## src/rtl/ifetch_unit.sv

```systemverilog
// Instruction fetch unit: request generator, 2-entry instruction buffer and redirect/drop handling.
// Optional FETCH_MISALIGN_EN: a redirect target with bit[1] set traps to TRAP_PC and pulses fetch_misalign.
module ifetch_unit #(
  parameter logic [31:0] RESET_PC = 32'h0000_0000,
  parameter logic [31:0] TRAP_PC  = 32'h0000_0100
) (
  input  logic        clk,
  input  logic        rst_n,
  output logic        imem_req_valid,
  input  logic        imem_req_ready,
  output logic [31:0] imem_addr,
  input  logic        imem_rsp_valid,
  input  logic [31:0] imem_rsp_data,
  input  logic [1:0]  pcsrc,
  input  logic [31:0] pc_target,
  input  logic [31:0] alu_result,
  output logic        instr_valid,
  input  logic        instr_ready,
  output logic [31:0] instr,
  output logic [31:0] instr_pc,
  output logic [6:0]  op,
  output logic [2:0]  func3,
  output logic        func7b5,
  output logic        fetch_misalign
);

  localparam logic [31:0] NOP = 32'h0000_0013;

  typedef enum logic {BOOT, RUN} state_t;

  state_t      state_q, state_d;
  logic [31:0] pc_q, pc_d;
  logic [31:0] resp_pc_q, resp_pc_d;
  logic [1:0]  out_q, out_d;
  logic [1:0]  drop_q, drop_d;
  logic [1:0]  cnt_q, cnt_d;
  logic        wr_ptr_q, wr_ptr_d;
  logic        rd_ptr_q, rd_ptr_d;
  logic [31:0] buf_instr_q [2];
  logic [31:0] buf_pc_q [2];

  logic        redirect, accept, push, pop;
  logic [2:0]  inflight;
  logic [31:0] raw_tgt, redir_pc;

  assign redirect    = (pcsrc != 2'b00);
  assign inflight    = {1'b0, out_q} + {1'b0, cnt_q};
  assign accept      = imem_req_valid & imem_req_ready;
  assign push        = imem_rsp_valid & ~redirect & (drop_q == 2'd0);
  assign pop         = instr_valid & instr_ready & ~redirect;
  assign imem_addr   = pc_q;
  assign instr_valid = (cnt_q != 2'd0);
  assign instr       = buf_instr_q[rd_ptr_q];
  assign instr_pc    = buf_pc_q[rd_ptr_q];
  assign op          = instr[6:0];
  assign func3       = instr[14:12];
  assign func7b5     = instr[30];

  always_ff @(posedge clk or negedge rst_n) begin
    if (!rst_n) state_q <= BOOT;
    else        state_q <= state_d;
  end

  // Requests are throttled so outstanding + buffered never exceeds the buffer depth.
  always_comb begin
    state_d        = state_q;
    imem_req_valid = 1'b0;
    case (state_q)
      BOOT:    state_d = RUN;
      RUN:     imem_req_valid = (inflight < 3'd2) && !redirect;
      default: state_d = BOOT;
    endcase
  end

  always_comb begin
    raw_tgt = TRAP_PC;
    case (pcsrc)
      2'b01:   raw_tgt = pc_target;
      2'b10:   raw_tgt = alu_result & ~32'h1;
      default: raw_tgt = TRAP_PC;
    endcase
  end

`ifdef FETCH_MISALIGN_EN
  logic mis_hit;
  logic mis_q;

  assign mis_hit  = redirect & raw_tgt[1];
  assign redir_pc = mis_hit ? TRAP_PC : (raw_tgt & ~32'h3);

  always_ff @(posedge clk or negedge rst_n) begin
    if (!rst_n) mis_q <= 1'b0;
    else        mis_q <= mis_hit;
  end

  assign fetch_misalign = mis_q;
`else
  assign redir_pc       = raw_tgt & ~32'h3;
  assign fetch_misalign = 1'b0;
`endif

  always_comb begin
    pc_d      = pc_q;
    out_d     = out_q;
    drop_d    = drop_q;
    cnt_d     = cnt_q;
    wr_ptr_d  = wr_ptr_q;
    rd_ptr_d  = rd_ptr_q;
    resp_pc_d = resp_pc_q;

    if (redirect)    pc_d = redir_pc;
    else if (accept) pc_d = pc_q + 32'd4;

    case ({accept, imem_rsp_valid})
      2'b10:   out_d = out_q + 2'd1;
      2'b01:   out_d = out_q - 2'd1;
      default: out_d = out_q;
    endcase

    // Requests still in flight after this cycle's response belong to the abandoned path.
    if (redirect)                            drop_d = out_q - {1'b0, imem_rsp_valid};
    else if (imem_rsp_valid && drop_q != 0)  drop_d = drop_q - 2'd1;

    if (push) begin
      wr_ptr_d  = ~wr_ptr_q;
      resp_pc_d = resp_pc_q + 32'd4;
    end
    if (pop) rd_ptr_d = ~rd_ptr_q;

    case ({push, pop})
      2'b10:   cnt_d = cnt_q + 2'd1;
      2'b01:   cnt_d = cnt_q - 2'd1;
      default: cnt_d = cnt_q;
    endcase

    // Flush realigns the read pointer so the next push is the next entry read.
    if (redirect) begin
      cnt_d     = 2'd0;
      rd_ptr_d  = wr_ptr_q;
      resp_pc_d = redir_pc;
    end
  end

  always_ff @(posedge clk or negedge rst_n) begin
    if (!rst_n) begin
      pc_q      <= RESET_PC;
      resp_pc_q <= RESET_PC;
      out_q     <= 2'd0;
      drop_q    <= 2'd0;
      cnt_q     <= 2'd0;
      wr_ptr_q  <= 1'b0;
      rd_ptr_q  <= 1'b0;
    end else begin
      pc_q      <= pc_d;
      resp_pc_q <= resp_pc_d;
      out_q     <= out_d;
      drop_q    <= drop_d;
      cnt_q     <= cnt_d;
      wr_ptr_q  <= wr_ptr_d;
      rd_ptr_q  <= rd_ptr_d;
    end
  end

  always_ff @(posedge clk or negedge rst_n) begin
    if (!rst_n) begin
      for (int i = 0; i < 2; i++) begin
        buf_instr_q[i] <= NOP;
        buf_pc_q[i]    <= 32'h0;
      end
    end else if (push) begin
      buf_instr_q[wr_ptr_q] <= imem_rsp_data;
      buf_pc_q[wr_ptr_q]    <= resp_pc_q;
    end
  end

endmodule

```

## config.mk

```make
export PLATFORM = sky130hd
export DESIGN_NAME = ifetch_unit
export DESIGN_NICKNAME = d
export VERILOG_FILES = /design/src/rtl/ifetch_unit.sv
export SDC_FILE = /design/constraint.sdc
export NUM_CORES = 1
export LEC_CHECK = 0
export ABC_AREA = 1
export BUFFER_PORTS_ARGS = -buffer_cell sky130_fd_sc_hd__buf_2
export CORE_MARGIN = 1
export CORE_UTILIZATION = 60
export CTS_CLUSTER_DIAMETER = 80
export DETAILED_ROUTE_END_ITERATION = 6
export PLACE_DENSITY = 0.86
export RECOVER_POWER = 50
export SETUP_SLACK_MARGIN = 0.1
export SLEW_MARGIN = 20
export SYNTH_ARGS = -nofsm -noshare
export SYNTH_HDL_FRONTEND = slang
export SYNTH_SLANG_ARGS = --single-unit
```

## constraint.sdc

```tcl
create_clock -name clk -period 4.4 [get_ports clk]
set_input_delay 0.44 -clock clk [delete_from_list [all_inputs] [get_ports clk]]
set_output_delay 0.44 -clock clk [all_outputs]
set_load 0.02 [all_outputs]
```

==> impl_metrics.env <==
export IMPL_tightest_slew_ns=2.70
export IMPL_drive_gt1_frac=0.201
export IMPL_cp_start_kind="flop"
export IMPL_syn_cell_area_um2=10600
export IMPL_worstReg2RegStart="drop_q[0]"
export IMPL_grt_pass1_vias=8886
export IMPL_critPathArrivalTime_ns=3.58
export IMPL_critPathMaxFanout=124
export IMPL_final_hold_viol_count=0
export IMPL_vias_per_cell=5.49
export IMPL_p_clk_frac=0.239
export IMPL_synth_area_per_cell_um2=7.81
export IMPL_max_freq_mhz=305
export IMPL_cts_sinks=193
export IMPL_timing_final_crit_share=0.744
export IMPL_dieWidth_um=135
export IMPL_clockRootBuffer="clkbuf_16"
export IMPL_drt_antenna_violating_nets=0
export IMPL_p_sw_mw=2.46
export IMPL_setup_violations=0
export IMPL_ys_warn_count=0
export IMPL_cts_tree="yes"
export IMPL_drtIter0Drc=747
export IMPL_drv_cap=3
export IMPL_endpoint_kind="flop"
export IMPL_cts_buffers=17
export IMPL_area_growth_pct=14.2
export IMPL_yosysMostFrequentCell="nand2_1"
export IMPL_p_leak_nw=5.99
export IMPL_hold_class="primary input to flop"
export IMPL_grt_max_degree=126
export IMPL_period_minus_slack_ns=3.28
export IMPL_die_y_um=135
export IMPL_vias=9604
export IMPL_slew_headroom=-0.803
export IMPL_num_fill_cells=1384
export IMPL_slew_viol_final=361
export IMPL_initial_core_util=0.614
export IMPL_drtPass1Iterations=6
export IMPL_required_ns=4.70
export IMPL_ctsHoldBuffers=0
export IMPL_ys_types=42
export IMPL_synth_top_area_cell="dfrtp_1"
export IMPL_track_usage=0.294
export IMPL_synth_edf_count=0
export IMPL_vdd_drop_max_mv=0.356
export IMPL_status="finished, violations left"
export IMPL_synthDominantCellAreaShare=0.442
export IMPL_syn_inst=1355
export IMPL_antenna_found_initial=0
export IMPL_io_buffer_count=203
export IMPL_io_pins=213
export IMPL_globalplace_congestion=0.940
export IMPL_sw_frac_of_total=0.374
export IMPL_synthTopCellsByArea="dfrtp_1 (44%), nand2_1 (13%), o21ai_0 (7.8%)"
export IMPL_ys_async_sr_fraction=1.00
export IMPL_rows=48
export IMPL_violations="max-capacitance violations, max-slew violations"
export IMPL_coreArea_um2=17200
export IMPL_min_delay_start="imem_rsp_data[1]"
export IMPL_rsz0062_at_grt="false"
export IMPL_dp_final_hpwl_um=18100
export IMPL_fin_setup_tns_ns=0
export IMPL_clock_latency_ns=0.43
export IMPL_p_per_area_nw_per_um2=543
export IMPL_power_frac_seq=0.418
export IMPL_design_final_nets=1624
export IMPL_drc=0
export IMPL_post_cts_buffers=0
export IMPL_grt_first_pass_wirelength_um=42600
export IMPL_gr_total_overflow=0
export IMPL_skew_ns=0.00889
export IMPL_p_comb_frac=0.343
export IMPL_synth_seq_cells=193
export IMPL_ys_top_cells_by_count="nand2_1 (372), dfrtp_1 (187), o21ai_0 (165)"
export IMPL_crit_type="flop to flop"
export IMPL_ctsResizeCount=0
export IMPL_htreeDepth=4
export IMPL_p_int_mw=4.11
export IMPL_path_clk_slew_ns=0.07
export IMPL_seq_area_frac_synth=0.457
export IMPL_finalWirelength_um=26300
export IMPL_crit_start="drop_q[0]"
export IMPL_utilization=0.701
export IMPL_die_area_um2=18200
export IMPL_antenna_cells=0
export IMPL_cts_buffer_depth=2
export IMPL_wl_per_cell_um=15.1
export IMPL_synth_flop_cell="dfrtp_1"
sequential cells by signal (all words and copies together) (netlist names):
| name | cells |
|---|---|
| drop_q | 2 |
| rd_ptr_q | 1 |
| buf_instr_q | 64 |
| wr_ptr_q | 1 |
| buf_pc_q | 60 |
| cnt_q | 2 |
| out_q | 2 |
| imem_addr | 30 |
| resp_pc_q | 30 |
| state_q | 1 |
final timing paths:
| kind | end | slack [ns] | depth (start not counted) |
|---|---|---|---|
| worst min register to register | buf_pc_q[26] | 0.48 | 2 |
| worst max register to register | buf_instr_q[10] | 1.12 | 8 |
| worst min-delay path | buf_instr_q[1] | 0.24 | 3 |
| max in group asynchronous | buf_pc_q[29] | 1.98 | 1 |
| worst max-delay path | buf_instr_q[10] | 1.12 | 8 |
| min in group asynchronous | buf_instr_q[30] | 0.82 | 1 |
layer usage:
| layer | global-route usage | wire (um) |
|---|---|---|
| met2 | 0.478 | 12500 |
| met4 | 0.0905 | 370 |
| met1 | 0.407 | 11600 |
| met5 | 0 | 0 |
| met3 | 0.0462 | 1850 |
layout make-up:
cell class | count | area [um2] | share of cell area
Multi-Input combinational cell | 961 | 4860 | 0.402
Sequential cell | 193 | 4840 | 0.400
Timing Repair Buffer | 210 | 1030 | 0.0854
Inverter | 129 | 487 | 0.0403
Clock buffer | 19 | 443 | 0.0366
Tap cell | 225 | 282 | 0.0233
Clock inverter | 13 | 150 | 0.0124
cells by family (layout without fill, tap and decap cells):
kind of cell / count (synthesis) / after routing / share of synthesized area
compound gates: 258 / 258 / 0.131
xor+xnor: 5 / 5 / 0.00414
fa+ha+maj: 9 / 9 / 0.0113
buf+inv: 205 / 371 / 0.0858
flops: 193 / 193 / 0.457
mux: 62 / 62 / 0.0659
other cells: 2 / 6 / 0.000709
simple gates: 621 / 621 / 0.244
worst max-delay path, stage by stage, from the launching register on:
cell and delay (ns):
dfrtp_1 0.33, inv_1 0.06, ha_1 0.21, nand3_1 0.35, inv_4 0.15, nand2_4 0.08, clkbuf_2 1.51, nand2_1 0.19
o21ai_0 0.19
cells in the final DEF, fill, tap and decap left out, types with 5 or more instances in the layout:
master | netlist | final
a21oi_1 | 55 | 55
nor2_2 | 11 | 11
o211ai_1 | 5 | 5
ha_1 | 8 | 7
nand3_1 | 78 | 79
buf_2 | 31 | 170
o21ai_0 | 165 | 165
a22o_1 | 12 | 12
clkbuf_1 | 22 | 34
mux2_2 | 62 | 62
a22oi_1 | 5 | 5
dfrtp_1 | 187 | 186
clkbuf_16 | 0 | 17
dfstp_2 | 6 | 6
inv_1 | 126 | 126
nor2_1 | 133 | 134
nor2_4 | 7 | 6
conb_1 | 2 | 6
and2_1 | 5 | 5
a31oi_1 | 9 | 9
nand2_1 | 372 | 372
stage by stage:
step / power [mW] / cells / instance area, um2 / hold slack [ns] / setup WS, ns
floorplan: 4.35 / 1359 / 10600 / 0.144 / 2.37
global placement: 4.91 / 1718 / 11600 / 0.460 / 1.70
detailed placement: 5.02 / 1718 / 11600 / 0.467 / 1.68
CTS: 6.60 / 1750 / 12200 / 0.181 / 1.50
global route: 6.94 / 1750 / 12100 / 0.257 / 0.807
finish: 6.56 / 1750 / 12100 / 0.241 / 1.12
power groups by stage:
stage                     registers [mW]  logic, mW  clock network (mW)
after CTS                           2.74       2.28                1.58
final                               2.74       2.25                1.57
after global placement              2.72       2.19                   0
after detailed placement            2.76       2.26                   0
after floorplan                     2.65       1.70                   0
after global routing                2.82       2.47                1.65
(Power assumes the default switching activity.)
